[src/rtl/step02_twf_mul.sv]
// Stage-2 twiddle multiplier of the 512-point streaming FFT.
// It owns the frame sample counter that addresses the twiddle ROM, and it rounds and saturates the complex product over two pipeline stages.
module step02_twf_mul #(
    parameter int N_POINT    = 512,
    parameter int DIN_WIDTH  = 13,
    parameter int TWF_WIDTH  = 9,
    parameter int TWF_FRAC   = 7,
    parameter int DOUT_WIDTH = 13
) (
    input  logic                       clk,
    input  logic                       rst,
    input  logic                       frame_clr,
    input  logic                       din_valid,
    input  logic [DIN_WIDTH-1:0]       din_re,
    input  logic [DIN_WIDTH-1:0]       din_im,
    output logic [$clog2(N_POINT)-1:0] twf_index,
    input  logic [TWF_WIDTH-1:0]       twf_re,
    input  logic [TWF_WIDTH-1:0]       twf_im,
    output logic                       dout_valid,
    output logic [DOUT_WIDTH-1:0]      dout_re,
    output logic [DOUT_WIDTH-1:0]      dout_im,
    output logic                       dout_sof
);

    localparam int IDX_W  = $clog2(N_POINT);
    localparam int PROD_W = DIN_WIDTH + TWF_WIDTH;
    localparam int SUM_W  = PROD_W + 1;

    localparam logic [IDX_W-1:0]        CNT_LAST = IDX_W'(N_POINT - 1);
    localparam logic signed [SUM_W-1:0] RND_ADD  = SUM_W'(2 ** (TWF_FRAC - 1));
    localparam logic signed [SUM_W-1:0] SAT_MAX  = SUM_W'(2 ** (DOUT_WIDTH - 1) - 1);
    localparam logic signed [SUM_W-1:0] SAT_MIN  = ~SAT_MAX;

    // Clip a rounded, shifted sum into the signed output range.
    function automatic logic [DOUT_WIDTH-1:0] sat_out(input logic signed [SUM_W-1:0] x);
        logic [DOUT_WIDTH-1:0] r;
        if (x > SAT_MAX) begin
            r = SAT_MAX[DOUT_WIDTH-1:0];
        end else if (x < SAT_MIN) begin
            r = SAT_MIN[DOUT_WIDTH-1:0];
        end else begin
            r = x[DOUT_WIDTH-1:0];
        end
        return r;
    endfunction

    logic [IDX_W-1:0]         cnt_r;
    logic                     v1_r;
    logic                     sof1_r;
    logic signed [PROD_W-1:0] pr0_r;
    logic signed [PROD_W-1:0] pr1_r;
    logic signed [PROD_W-1:0] pi0_r;
    logic signed [PROD_W-1:0] pi1_r;

    logic signed [PROD_W-1:0] pr0_s;
    logic signed [PROD_W-1:0] pr1_s;
    logic signed [PROD_W-1:0] pi0_s;
    logic signed [PROD_W-1:0] pi1_s;
    logic signed [SUM_W-1:0]  re_sum_s;
    logic signed [SUM_W-1:0]  im_sum_s;
    logic signed [SUM_W-1:0]  re_shift_s;
    logic signed [SUM_W-1:0]  im_shift_s;

    assign twf_index = cnt_r;

    // Frame sample counter; a clear overrides the increment, so a sample accepted alongside it keeps the old index.
    always_ff @(posedge clk or posedge rst) begin
        if (rst) begin
            cnt_r <= {IDX_W{1'b0}};
        end else if (frame_clr) begin
            cnt_r <= {IDX_W{1'b0}};
        end else if (din_valid) begin
            if (cnt_r == CNT_LAST) begin
                cnt_r <= {IDX_W{1'b0}};
            end else begin
                cnt_r <= cnt_r + IDX_W'(1);
            end
        end else begin
            cnt_r <= cnt_r;
        end
    end

    // Full-precision partial products of sample and twiddle.
    always_comb begin
        pr0_s = $signed(din_re) * $signed(twf_re);
        pr1_s = $signed(din_im) * $signed(twf_im);
        pi0_s = $signed(din_re) * $signed(twf_im);
        pi1_s = $signed(din_im) * $signed(twf_re);
    end

    // Stage 1: capture the products together with the start-of-frame flag.
    always_ff @(posedge clk or posedge rst) begin
        if (rst) begin
            v1_r   <= 1'b0;
            sof1_r <= 1'b0;
            pr0_r  <= {PROD_W{1'b0}};
            pr1_r  <= {PROD_W{1'b0}};
            pi0_r  <= {PROD_W{1'b0}};
            pi1_r  <= {PROD_W{1'b0}};
        end else begin
            v1_r <= din_valid;
            if (din_valid) begin
                sof1_r <= (cnt_r == {IDX_W{1'b0}});
                pr0_r  <= pr0_s;
                pr1_r  <= pr1_s;
                pi0_r  <= pi0_s;
                pi1_r  <= pi1_s;
            end else begin
                sof1_r <= sof1_r;
                pr0_r  <= pr0_r;
                pr1_r  <= pr1_r;
                pi0_r  <= pi0_r;
                pi1_r  <= pi1_r;
            end
        end
    end

    // Complex combine one bit wider than the products, then round half up and shift arithmetically.
    always_comb begin
        re_sum_s   = SUM_W'(pr0_r) - SUM_W'(pr1_r);
        im_sum_s   = SUM_W'(pi0_r) + SUM_W'(pi1_r);
        re_shift_s = (re_sum_s + RND_ADD) >>> TWF_FRAC;
        im_shift_s = (im_sum_s + RND_ADD) >>> TWF_FRAC;
    end

    // Stage 2: saturated outputs; data and sof hold while the stage is idle.
    always_ff @(posedge clk or posedge rst) begin
        if (rst) begin
            dout_valid <= 1'b0;
            dout_sof   <= 1'b0;
            dout_re    <= {DOUT_WIDTH{1'b0}};
            dout_im    <= {DOUT_WIDTH{1'b0}};
        end else begin
            dout_valid <= v1_r;
            if (v1_r) begin
                dout_sof <= sof1_r;
                dout_re  <= sat_out(re_shift_s);
                dout_im  <= sat_out(im_shift_s);
            end else begin
                dout_sof <= dout_sof;
                dout_re  <= dout_re;
                dout_im  <= dout_im;
            end
        end
    end

endmodule

[config.mk]
export PLATFORM = sky130hd
export DESIGN_NAME = step02_twf_mul
export DESIGN_NICKNAME = d
export VERILOG_FILES = /design/src/rtl/step02_twf_mul.sv
export SDC_FILE = /design/constraint.sdc
export NUM_CORES = 2
export LEC_CHECK = 0
export CAP_MARGIN = 25
export CORE_MARGIN = 5
export CORE_UTILIZATION = 65
export DETAILED_ROUTE_END_ITERATION = 7
export PLACE_DENSITY = 0.84
export SETUP_SLACK_MARGIN = 0.02
export SYNTH_ARGS = -nofsm -noshare
export SYNTH_HDL_FRONTEND = slang
export SYNTH_SLANG_ARGS = --single-unit
[constraint.sdc]
create_clock -name clk -period 7.8 [get_ports clk]
set_clock_uncertainty 0.1 [all_clocks]
set_input_delay 1.17 -clock clk [delete_from_list [all_inputs] [get_ports clk]]
set_output_delay 1.17 -clock clk [all_outputs]
set_load 0.02 [all_outputs]
# After elaboration in Yosys (flattened, before gate mapping)
# Index checks and enable logic that the tools add are counted.
totals:
  input_bits: 48
  output_inout_bits: 37
  regBits: 127
  wordCells: 34
classes:
  n_mul: 4
  n_lt_le_gt_ge: 4
  mux: 7
  eq_ne: 1
  n_addsub: 5
  n_reduce_logical: 2
op_table:
  columns: ["operator", "n"]
  rows:
  - ["13-bit by 9-bit multiplier with 22-bit output", 4]
  - ["13-bit 2-to-1 mux", 4]
  - ["23-bit by 8-bit adder with 23-bit output (second input constant)", 2]
  - ["16-bit by 13-bit greater-than comparator with 1-bit output (second input constant)", 2]
  - ["16-bit by 13-bit less-than comparator with 1-bit output (second input constant)", 2]
  - ["9-bit 2-to-1 mux", 3]
  - ["22-bit by 22-bit adder with 23-bit output", 1]
  - ["22-bit by 22-bit subtractor with 23-bit output", 1]
  - ["9-bit by 1-bit adder with 9-bit output (second input constant)", 1]
  - ["9-bit equality test (second input constant)", 1]
  - ["9-bit logical NOT", 1]
  - ["2-bit nonzero test", 1]

# Longest topological paths before layout
depth:
  ltp_word: 5
  ltp_mapped: 24
  depth_no_buf: 22

# Worst setup path after synthesis
# Ideal clock, no wire load.
synth_path:
  path_type: "in2reg"
  start: "input twf_im[0]"
  end: "register pi0_r[21]"
  cell_stages: 21
  required_time_ps: 7556
  n_path_buf: 2
  setup_time_ps: 144
  arrival_time_ps: 6379
  path_slack_ps: 1177
  path_cell_list: "clkbuf_1 -> clkbuf_1 -> nand2_1 -> fa_1 -> inv_1 -> fa_1 -> inv_1 -> fa_1 -> inv_1 -> fa_1 -> fa_1 -> ha_1 -> a21o_1 -> a2111oi_0 -> nor2_1 -> and4_1 -> o31ai_2 -> o211ai_1 -> a21oi_1 -> xnor2_1 -> mux2i_1"
synth_via:
  elab_chain_cells: 1
synth_lines:
  columns: ["element", "line", "text"]
  rows:
  - ["start: declaration", "18", "input logic [TWF_WIDTH-1:0] twf_im,"]
  - ["13-bit by 9-bit multiplier with 22-bit output", "87", "pi0_s = $signed(din_re) * $signed(twf_im);"]
  - ["end signal: assignment", "98", "pi0_r <= {PROD_W{1'b0}};"]
  - ["end signal: assignment", "106", "pi0_r <= pi0_s;"]
  - ["end signal: assignment", "112", "pi0_r <= pi0_r;"]
  - ["end: declaration", "52", "logic signed [PROD_W-1:0] pi0_r;"]
# Every way passes these cells.
# A chain may end at the register's enable or synchronous reset.

# Final worst setup path
layout_path:
  start: "input twf_re[1]"
  end: "register pi1_r[21]"
layout_via:
  elab_chain_cells: 1
layout_lines:
  columns: ["element", "line", "text"]
  rows:
  - ["start: declaration", "17", "input logic [TWF_WIDTH-1:0] twf_re,"]
  - ["13-bit by 9-bit multiplier with 22-bit output", "88", "pi1_s = $signed(din_im) * $signed(twf_re);"]
  - ["end signal: assignment", "99", "pi1_r <= {PROD_W{1'b0}};"]
  - ["end signal: assignment", "107", "pi1_r <= pi1_s;"]
  - ["end signal: assignment", "113", "pi1_r <= pi1_r;"]
  - ["end: declaration", "53", "logic signed [PROD_W-1:0] pi1_r;"]
# Every way passes these cells.

==> results.json <==
{
  "worst_pin_slew_ns": 0.973,
  "overflow": 0,
  "num-fill-cells": 2593,
  "port_buffers": 84,
  "worstSetupEndpointType": "flip-flop",
  "drv_cap": 0,
  "cts_tree": "built",
  "wl_per_cell_um": 18.7,
  "drive_gt1_share_pct": 6.50,
  "wirelength_mm": 55.3,
  "period_share_pct": 91.2,
  "setup_viol": 0,
  "finalCriticalPeriod_ns": 7.11,
  "fp.dieH_um": 198,
  "synthToLayoutAreaGrowth_pct": 8.81,
  "grt_setup_unrepaired": "false",
  "io_pins": 85,
  "cts_buffer_depth": 2,
  "seqPwrFrac_pct": 10.4,
  "cp_max_fo": 21,
  "grt_usage_pct": 29.5,
  "dieWidth_um": 198,
  "powerDensity_mw_per_mm2": 446,
  "cts_setup_buffers": 0,
  "cts_max_level": 4,
  "ys_ff_latch": 127,
  "grt_pass1_vias": 18400,
  "synth-async-reset-ratio_pct": 100,
  "p_leak_nw": 12.8,
  "fin_nets": 3188,
  "clock_latency_ns": 0.43,
  "syn_nets": 3124,
  "ant_nets": 0,
  "path_class": "in2reg",
  "root_buffer": "clkbuf_16",
  "p_sw_share_pct": 50.0,
  "cts.sink_count": 127,
  "setup_tns_ns": 0,
  "synth_edf_count": 0,
  "grt_max_degree": 68,
  "viasPerCell": 5.73,
  "p_clk_share_pct": 6.9,
  "antenna_found_initial": 2,
  "dieArea_mm2": 0.0393,
  "p_switching_mw": 5.58,
  "pwr-share-comb_pct": 82.8,
  "postCtsResizedCells": 0,
  "gp_congestion": 0.977,
  "clkTransAtPathRegs_ns": 0.07,
  "synth_area_per_cell_um2": 9.53,
  "grt_pass1_wl_mm": 91.9,
  "initial_core_util_pct": 65.3,
  "internal_power_mw": 5.59,
  "hold_class": "reg2reg",
  "row_count": 69,
  "critPathLaunchType": "primary input",
  "post_cts_hold_buffer_count": 0,
  "ir_drop_uv": 390,
  "routed-via-count": 16900,
  "fmax_ghz": 0.141,
  "hold_viol_final": 0,
  "ys_types": 79,
  "dp_hpwl_mm": 45.3,
  "worst_slack_ns": 0.686,
  "core_mm2": 0.0352,
  "arrival_ns": 7.31,
  "ys.flop_type": "dfrtp_1",
  "status": "finished clean",
  "pre_cts_slack_ns": 0.249,
  "seq_area_frac_synth_pct": 13.8,
  "place_area_mm2": 0.0245,
  "finalMaxSlewViolations": 0,
  "worst_ep_required_time_ns": 8.00,
  "synth_area_mm2": 0.0230,
  "dr.pass1.iters": 5,
  "ys_warn_count": 0,
  "cts_made_buffers": 17,
  "remaining_drc_errors": 0,
  "timing.hold.ws_ns": 0.395,
  "drt-initial-drc-count": 1062,
  "maxSlewHeadroom_pct": 34.9,
  "stdcell_area_mm2": 0.0250,
  "synthCells": 2415
}
[worst max-delay path: stages]
cell and delay (ns):
clkdlybuf4s50_1 1.07, nand2_1 0.18, fa_1 0.55, inv_1 0.05, fa_1 0.50, inv_1 0.06, fa_1 0.53, inv_1 0.05
fa_1 0.44, ha_1 0.29, ha_1 0.32, a21o_1 0.19, a21oi_1 0.28, o21a_1 0.16, nor3_1 0.06, a41o_1 0.25
o41ai_1 0.52, o2111ai_1 0.21, a21oi_1 0.20, xnor2_1 0.14, mux2i_1 0.09
[cells by family after synthesis]
group           Yosys count  synth area share (%)
fa+ha+maj               661                  48.7
simple gates            659                  13.8
buf+inv                 535                  8.89
compound gates          264                  7.72
flops                   127                  13.8
xor+xnor                111                  4.23
mux                      58                  2.79
[layer usage]
layer | GRT usage [%] | wire, um
met1 | 37.7 | 21800
met2 | 47.8 | 26200
met3 | 7.25 | 4360
met4 | 13.6 | 3000
met5 | 0 | 26
[final timing paths]
check,from,end,slack [ns],cells past startpoint
hold / removal,dout_re[12]$_DFFE_PP0P_,dout_re[12]$_DFFE_PP0P_,0.40,2
setup reg to reg,pr1_r[7]$_DFFE_PP0P_,dout_re[4]$_DFFE_PP0P_,3.89,13
min in group asynchronous,rst,twf_index[5]$_DFFE_PP0P_,1.13,2
setup / recovery,twf_re[1],pi1_r[21]$_DFFE_PP0P_,0.69,21
hold reg to reg,dout_re[12]$_DFFE_PP0P_,dout_re[12]$_DFFE_PP0P_,0.40,2
max in group asynchronous,rst,dout_im[7]$_DFFE_PP0P_,5.08,3
[final cells by class]
class | instances | area, um2 | share of cell area, %
timing repair buffer | 147 | 1310 | 5.24
multi-input combinational | 1753 | 17800 | 71.0
clock inverter | 9 | 85.1 | 0.340
clock buffer | 23 | 468 | 1.87
tap | 461 | 577 | 2.30
sequential | 127 | 3180 | 12.7
inverter | 433 | 1630 | 6.50
antenna | 1 | 2.50 | 0.0100
[power groups by stage]
stage | clock [mW] | sequential [mW] | combinational, mW
after CTS | 0.776 | 1.16 | 9.22
after floorplan | 0 | 1.20 | 6.80
final | 0.765 | 1.16 | 9.24
after global routing | 0.797 | 1.19 | 10.4
after detailed placement | 0 | 1.16 | 9.07
after global placement | 0 | 1.15 | 8.74
[registers in the layout, summed over array words and instances, names as in the netlist]
signal and cells:
pr0_r 22, dout_re 13, pi1_r 22, twf_index 9, pr1_r 22, sof1_r 1, pi0_r 22, dout_sof 1
v1_r 1, dout_im 13, dout_valid 1
[stage by stage]
| step | utilization (%) | std cells | power [mW] |
|---|---|---|---|
| detailed placement | 69.5 | 2921 | 10.2 |
| CTS | 71.1 | 2953 | 11.2 |
| global route | 71.1 | 2953 | 12.4 |
| global placement | 69.5 | 2921 | 9.89 |
| floorplan | - | 2415 | 8.00 |
| finish | 71.1 | 2954 | 11.2 |
[placed cells by master (no fill, tap or decap), types with 24 or more instances in the layout]
cell type	count
clkdlybuf4s50_1	83
xnor2_1	76
mux2_2	49
a21oi_1	74
nor2_1	91
o21ai_0	57
nand2_1	282
buf_4	64
ha_1	269
a21o_1	24
fa_1	392
inv_1	431
and2_1	176
dfrtp_1	127
xor2_1	35
[synthesized netlist by cell type (all sizes together), types with 4 or more instances]
master,count,share of area (%)
a2111oi,5,0.22
a211oi,8,0.28
a21o,24,0.78
a21oi,75,1.6
a22oi,5,0.16
a311o,12,0.52
a31oi,5,0.16
and2,177,4.8
and3,9,0.25
buf,5,0.18
clkbuf,95,1.6
dfrtp,127,14
fa,392,34
ha,269,15
inv,432,7.0
mux2,49,2.4
mux2i,9,0.39
nand2,282,4.6
nand2b,22,0.60
nand3,18,0.39
nand4,6,0.16
nor2,91,1.5
nor2b,22,0.60
nor3,11,0.24
o211ai,6,0.20
o21a,4,0.13
o21ai,60,1.3
o21bai,15,0.49
o221ai,11,0.42
o311ai,4,0.15
o31ai,6,0.22
or2,4,0.11
or3,6,0.16
xnor2,76,2.9
xor2,35,1.3
Power figures use the tool's default switching activity.
